File: src/rtl/rf_host_sequencer_pkg.sv
// Shared types and default timing for the RF host sequencer: FSM states,
// transceiver mode encodings and the controller-clock timing constants.
package rf_host_sequencer_pkg;

    typedef enum logic [2:0] {
        ST_IDLE,
        ST_PRE_WAIT,
        ST_SWITCH,
        ST_POST_WAIT,
        ST_GUARD,
        ST_SEND,
        ST_BURST_WAIT
    } state_t;

    // {M1,M0} pin encodings
    typedef enum logic [1:0] {
        MODE_NORMAL     = 2'd0,
        MODE_WAKEUP     = 2'd1,
        MODE_POWER_SAVE = 2'd2,
        MODE_SLEEP      = 2'd3
    } mode_t;

    localparam int DEF_FIFO_DEPTH     = 8;
    localparam int DEF_GUARD_CYCLES   = 2000;
    localparam int DEF_BURST_MAX      = 58;
    localparam int DEF_AUX_TIMEOUT    = 1000000;
    localparam int POST_IGNORE_CYCLES = 2;

    // The radio is asleep in mode 2, so nothing may be pushed to the UART;
    // mode 3 still accepts config commands.
    function automatic logic send_allowed(input mode_t m);
        return m != MODE_POWER_SAVE;
    endfunction

endpackage

File: src/rtl/rf_host_sequencer_fifo.sv
// host_byte_fifo: power-of-two byte FIFO with a fall-through read port.
// Simultaneous push and pop are both honoured.
module host_byte_fifo
    import rf_host_sequencer_pkg::*;
#(
    parameter int DEPTH = DEF_FIFO_DEPTH
)(
    input  logic       internal_clk,
    input  logic       rst_n,
    input  logic       push,
    input  logic [7:0] wr_data,
    input  logic       pop,
    output logic [7:0] rd_data,
    output logic       full,
    output logic       empty
);

    localparam int AW = $clog2(DEPTH);

    logic [7:0]    mem [DEPTH];
    logic [AW-1:0] wr_ptr;
    logic [AW-1:0] rd_ptr;
    logic [AW:0]   count;
    logic          do_push;
    logic          do_pop;

    assign full    = (count == (AW+1)'(DEPTH));
    assign empty   = (count == '0);
    assign do_push = push && !full;
    assign do_pop  = pop && !empty;
    assign rd_data = mem[rd_ptr];

    // Storage is not reset; pointers define what is valid.
    always_ff @(posedge internal_clk) begin
        if (do_push)
            mem[wr_ptr] <= wr_data;
    end

    always_ff @(posedge internal_clk or negedge rst_n) begin
        if (!rst_n) begin
            wr_ptr <= '0;
            rd_ptr <= '0;
            count  <= '0;
        end else begin
            if (do_push)
                wr_ptr <= wr_ptr + 1'b1;
            if (do_pop)
                rd_ptr <= rd_ptr + 1'b1;
            case ({do_push, do_pop})
                2'b10:   count <= count + 1'b1;
                2'b01:   count <= count - 1'b1;
                default: count <= count;
            endcase
        end
    end

endmodule

File: src/rtl/rf_host_sequencer.sv
// Host-side sequencer for a UART RF transceiver: switches M1/M0 modes
// around the AUX handshake and meters payload bytes out in bounded bursts.
module rf_host_sequencer
    import rf_host_sequencer_pkg::*;
#(
    parameter int FIFO_DEPTH   = DEF_FIFO_DEPTH,
    parameter int GUARD_CYCLES = DEF_GUARD_CYCLES,
    parameter int BURST_MAX    = DEF_BURST_MAX,
    parameter int AUX_TIMEOUT  = DEF_AUX_TIMEOUT
)(
    input  logic       internal_clk,
    input  logic       rst_n,
    input  logic [1:0] mode_req,
    input  logic       mode_req_valid,
    output logic       mode_req_ready,
    input  logic [7:0] wr_data,
    input  logic       wr_valid,
    output logic       wr_ready,
    input  logic       AUX,
    output logic       M0,
    output logic       M1,
    output logic [7:0] data_to_uart,
    output logic       TX_use,
    input  logic       TX_flag,
    output logic       busy,
    output logic       err_timeout
);

    localparam int WAIT_W  = $clog2(AUX_TIMEOUT + 1) + 1;
    localparam int GUARD_W = $clog2(GUARD_CYCLES) + 1;
    localparam int BURST_W = $clog2(BURST_MAX + 1);

    state_t             state;
    mode_t              mode_q;
    mode_t              mode_lat;
    logic [1:0]         aux_pipe;
    logic               aux_s;
    logic               aux_low_seen;
    logic [WAIT_W-1:0]  wait_cnt;
    logic [GUARD_W-1:0] guard_cnt;
    logic [BURST_W-1:0] burst_cnt;
    logic               wait_expired;

    logic               fifo_pop;
    logic [7:0]         fifo_rd_data;
    logic               fifo_full;
    logic               fifo_empty;

    host_byte_fifo #(.DEPTH(FIFO_DEPTH)) u_fifo (
        .internal_clk (internal_clk),
        .rst_n        (rst_n),
        .push         (wr_valid),
        .wr_data      (wr_data),
        .pop          (fifo_pop),
        .rd_data      (fifo_rd_data),
        .full         (fifo_full),
        .empty        (fifo_empty)
    );

    assign wr_ready     = !fifo_full;
    assign busy         = (state != ST_IDLE);
    assign {M1, M0}     = mode_q;
    assign aux_s        = aux_pipe[1];
    assign wait_expired = (wait_cnt >= WAIT_W'(AUX_TIMEOUT));
    assign fifo_pop     = (state == ST_SEND) && !fifo_empty && !TX_flag &&
                          (burst_cnt < BURST_W'(BURST_MAX));

    always_ff @(posedge internal_clk or negedge rst_n) begin
        if (!rst_n)
            aux_pipe <= '0;
        else
            aux_pipe <= {aux_pipe[0], AUX};
    end

    always_ff @(posedge internal_clk or negedge rst_n) begin
        if (!rst_n) begin
            state          <= ST_IDLE;
            mode_q         <= MODE_SLEEP;
            mode_lat       <= MODE_SLEEP;
            mode_req_ready <= 1'b0;
            err_timeout    <= 1'b0;
            TX_use         <= 1'b0;
            data_to_uart   <= '0;
            wait_cnt       <= '0;
            guard_cnt      <= '0;
            burst_cnt      <= '0;
            aux_low_seen   <= 1'b0;
        end else begin
            mode_req_ready <= 1'b0;
            TX_use         <= fifo_pop;
            if (fifo_pop) begin
                data_to_uart <= fifo_rd_data;
                burst_cnt    <= burst_cnt + 1'b1;
            end

            case (state)
                ST_IDLE: begin
                    wait_cnt     <= '0;
                    guard_cnt    <= '0;
                    aux_low_seen <= 1'b0;
                    // Mode changes win over pending payload.
                    if (mode_req_valid) begin
                        mode_lat       <= mode_t'(mode_req);
                        mode_req_ready <= 1'b1;
                        err_timeout    <= 1'b0;
                        state          <= ST_PRE_WAIT;
                    end else if (!fifo_empty && send_allowed(mode_q)) begin
                        state <= ST_SEND;
                    end
                end

                ST_PRE_WAIT: begin
                    if (aux_s) begin
                        state <= ST_SWITCH;
                    end else if (wait_expired) begin
                        err_timeout <= 1'b1;
                        state       <= ST_IDLE;
                    end else begin
                        wait_cnt <= wait_cnt + 1'b1;
                    end
                end

                ST_SWITCH: begin
                    mode_q   <= mode_lat;
                    wait_cnt <= '0;
                    state    <= ST_POST_WAIT;
                end

                // AUX drops a little after the pins move; don't trust the
                // first couple of samples.
                ST_POST_WAIT: begin
                    if (aux_s && wait_cnt >= WAIT_W'(POST_IGNORE_CYCLES)) begin
                        guard_cnt <= '0;
                        state     <= ST_GUARD;
                    end else if (wait_expired) begin
                        err_timeout <= 1'b1;
                        state       <= ST_IDLE;
                    end else begin
                        wait_cnt <= wait_cnt + 1'b1;
                    end
                end

                ST_GUARD: begin
                    if (guard_cnt == GUARD_W'(GUARD_CYCLES - 1))
                        state <= ST_IDLE;
                    else
                        guard_cnt <= guard_cnt + 1'b1;
                end

                ST_SEND: begin
                    if (fifo_empty) begin
                        burst_cnt <= '0;
                        state     <= ST_IDLE;
                    end else if (burst_cnt == BURST_W'(BURST_MAX)) begin
                        wait_cnt     <= '0;
                        aux_low_seen <= 1'b0;
                        state        <= ST_BURST_WAIT;
                    end
                end

                // Transceiver signals burst consumed by an AUX low-high cycle.
                ST_BURST_WAIT: begin
                    if (!aux_s)
                        aux_low_seen <= 1'b1;
                    if (aux_low_seen && aux_s) begin
                        burst_cnt <= '0;
                        state     <= ST_IDLE;
                    end else if (wait_expired) begin
                        err_timeout <= 1'b1;
                        state       <= ST_IDLE;
                    end else begin
                        wait_cnt <= wait_cnt + 1'b1;
                    end
                end

                default: state <= ST_IDLE;
            endcase
        end
    end

endmodule

File: config.mk
export PLATFORM = sky130hd
export DESIGN_NAME = rf_host_sequencer
export DESIGN_NICKNAME = d
export VERILOG_FILES = /design/src/rtl/rf_host_sequencer_pkg.sv /design/src/rtl/rf_host_sequencer_fifo.sv /design/src/rtl/rf_host_sequencer.sv
export SDC_FILE = /design/constraint.sdc
export NUM_CORES = 1
export LEC_CHECK = 0
export ABC_AREA = 1
export BUFFER_PORTS_ARGS = -buffer_cell sky130_fd_sc_hd__buf_2
export CORE_MARGIN = 2
export CORE_UTILIZATION = 47
export DETAILED_ROUTE_END_ITERATION = 16
export GPL_TIMING_DRIVEN = 0
export PLACE_DENSITY = 0.66
export REMOVE_ABC_BUFFERS = 1
export SLEW_MARGIN = 20
export SYNTH_ARGS = -nofsm -noshare
export SYNTH_HDL_FRONTEND = slang
export SYNTH_SLANG_ARGS = --single-unit
File: constraint.sdc
create_clock -name internal_clk -period 2.4 [get_ports internal_clk]
set_clock_uncertainty 0.1 [all_clocks]
set_input_delay 0.36 -clock internal_clk [delete_from_list [all_inputs] [get_ports internal_clk]]
set_output_delay 0.36 -clock internal_clk [all_outputs]
set_load 0.03 [all_outputs]
==> results.yml <==
status:
  status: "complete, no violations"
global_route:
  grt_pass1_vias: 4736
  grt_max_degree: 51
  grt-ovfl-total: 0
  antenna_found_initial: 0
  grt_use_total_pct: 20.2
  grt_pass1_wl_um: 23000
routing:
  drt_wl_total_um: 13900
  drcViolationCount: 0
  routedWlPerCell_um: 14.7
  drt-initial-drc-count: 372
  dr.pass1.iters: 5
  vias: 4875
  ant_nets: 0
  via_per_inst: 5.16
place:
  gp_congestion: 0.885
  portBuffers: 30
  hpwlAfterDp_um: 8870
  post-place-cells: 905
synthesis:
  synth-edff-count: 64
  yosysSeqAreaShare_pct: 56.5
  synthTopCellsByArea: "edfxtp_1 (29%), dfrtp_1 (25%), nand2_1 (11%)"
  synth.largest_area_cell: "edfxtp_1"
  synth_cell_types: 41
  avgSynthCellArea_um2: 9.14
  ys.flop_type: "dfrtp_1"
  syn_area_mm2: 0.00652
  ys_seq_elements: 134
  syn_inst: 713
  async_flop_share_pct: 52.2
  ys_warn_count: 0
  synth_top_area_share_pct: 29.5
timing:
  worst_pin_slew_ns: 1.04
  setup_viol: 0
  finalCritPeriodShare_pct: 95.6
  slew_headroom_pct: 30.7
  max_freq_mhz: 436
  setup_tns_ns: 0
  finalHoldViolCount: 0
  min_period_ns: 2.29
  hold-worst-slack_ns: 0.0786
  finalMaxSlewViolations: 0
critical_path:
  worstSetupPathType: "reg2reg"
  required_ns: 2.60
  worstPathCellList: "nand2_1 > clkinv_2 > nand2_1 > nor2_1 > nor2_2 > nand2_8 > inv_12 > ha_4 > ha_4 > a21oi_2 > nand2_2 > a21oi_2 > o21ai_1 > xor2_1"
  cpMaxStageDelayCell: "dfrtp_1"
  crit_start: "burst_cnt[4]"
  worst-r2r-cell-count: 14
  worstPathBufferInverterCount: 2
  crit_family: "simple AND/OR/NAND/NOR gates"
  cp.arrival_ns: 2.49
  end_kind: "flop"
  r2r_setup_slack_ns: 0.11
  r2r-end: "u_fifo.count[3]"
  slowest_delay_ns: 0.41
  cp-start-kind: "flop"
  path_max_fanout: 17
  cp_num_cells: 14
  crit_end: "u_fifo.count[3]"
  rr_startpoint: "burst_cnt[4]"
floorplan:
  start_util_pct: 47.5
  num_io_pins: 31
  rows: 43
  dieArea_mm2: 0.0148
  die_w_um: 122
  fp.dieH_um: 122
  core_mm2: 0.0137
cells_and_area:
  area_growth_syn_to_layout_pct: 15.9
  final_cells: 944
  n_antenna_cell: 0
  nFillCells: 1215
  mostFrequentLayoutCell: "nand2_1"
  drive_above_1_share_pct: 13.5
  finalNetCount: 778
  layout_common_cells: "nand2_1 (187), nor2_1 (112), dfrtp_1 (64), edfxtp_1 (64), inv_1 (56)"
power_and_ir_drop:
  report.power.total_mw: 4.86
  power_leakage_nw: 3.36
  peakVddDrop_mv: 0.485
  p_per_area_mw_per_mm2: 644
clock_network:
  cts_tree: "built"
  clk_pin_slew_ns: 0.06
  ctsLongestPathBuffers: 2
  clock_latency_ns: 0.42
  cts_root_buf: "clkbuf_16"
  clock-sinks: 134
  cts_htree_levels: 4
  numCtsBuffers: 17
min_path:
  hp-class: "in2reg"
flow_run:
  maxCapViolations: 0
-- sequential cells by signal, summed over array words and instances (netlist names) --
name / cells
u_fifo.wr_ptr: 3
wait_cnt: 21
mode_q: 2
err_timeout: 1
burst_cnt: 6
u_fifo.mem: 64
aux_low_seen: 1
aux_pipe: 2
guard_cnt: 12
u_fifo.count: 4
u_fifo.rd_ptr: 3
mode_req_ready: 1
mode_lat: 2
TX_use: 1
state: 3
data_to_uart: 8
-- logic make-up after synthesis --
family | Yosys count | share of synthesized area, %
multiplexers | 9 | 1.40
XOR/XNOR | 31 | 4.17
adder cells (fa/ha/maj) | 11 | 2.23
flip-flops | 134 | 56.5
AO/OA/AOI/OAI | 72 | 7.30
buffers and inverters | 81 | 4.95
AND/OR/NAND/NOR | 375 | 23.5
-- per-layer routing --
metal	up-vias	global-route usage (%)	part of all wire (%)
met5	-	0	0
li1	2447	-	-
met1	2315	26.2	46
met4	0	6.11	1.1
met3	15	5.10	4.3
met2	98	33.4	49
-- worst min-delay path by stage --
stage,start,cells after the start,to,slack (ns)
after floorplan,rst_n,0,TX_use,-0.04
after CTS,mode_req[0],2,mode_lat[0],0.07
after global routing,mode_req[0],2,mode_lat[0],0.07
after global placement,aux_pipe[0],0,aux_pipe[1],0.24
after detailed placement,rst_n,1,wait_cnt[10],0.18
final,mode_req[0],2,mode_lat[0],0.08
-- area by class of cell --
cell class                      count  area (um2)  share of cell area [%]
Inverter                           62         246                    3.26
Sequential cell                   134        3680                    48.7
Tap cell                          180         225                    2.98
Multi-Input combinational cell    499        2620                    34.7
Clock inverter                     15         123                    1.62
Clock buffer                       17         425                    5.63
Timing Repair Buffer               37         230                    3.05
-- per-stage QoR --
stage	setup slack (ns)	util, %	cell area [um2]
floorplan	-0.231	-	6430
global placement	-0.944	49.6	6800
detailed placement	-1.01	49.8	6830
CTS	0.0167	54.5	7480
global route	-0.0135	55.1	7550
finish	0.106	55.1	7550
-- cells in the mapped netlist, types with 2 or more instances --
cell type / n
o211ai_1: 8
xor2_1: 25
dfstp_2: 4
inv_1: 56
o32ai_1: 8
nand3_1: 35
nand2_1: 189
mux2i_1: 8
nor3_1: 13
inv_2: 5
o21ai_1: 2
clkbuf_1: 10
a211oi_1: 2
nor2_2: 2
o21ai_0: 29
edfxtp_1: 64
nand4_1: 12
nand3b_1: 2
nor2_1: 117
dfrtp_1: 66
buf_2: 6
o221ai_1: 9
ha_1: 10
xnor2_1: 6
o22ai_1: 2
a21oi_1: 8
-- what timing repair did --
action / CTS / global route
gates resized for setup: 16 / 12
setup buffers: 1 / 3
hold buffers: 2 / 0
setup endpoints to repair: 39 / 40
gates cloned: 1 / 0
hold endpoints to repair: 21 / 0
pin swaps: 4 / 6
-- where the power goes --
group	switching, mW	internal (mW)	leakage [nW]
logic	0.0462	0.0190	1.61
clock network	1.04	1.34	0.263
registers	0.00283	2.42	1.49
Power figures use the tool's default switching activity.
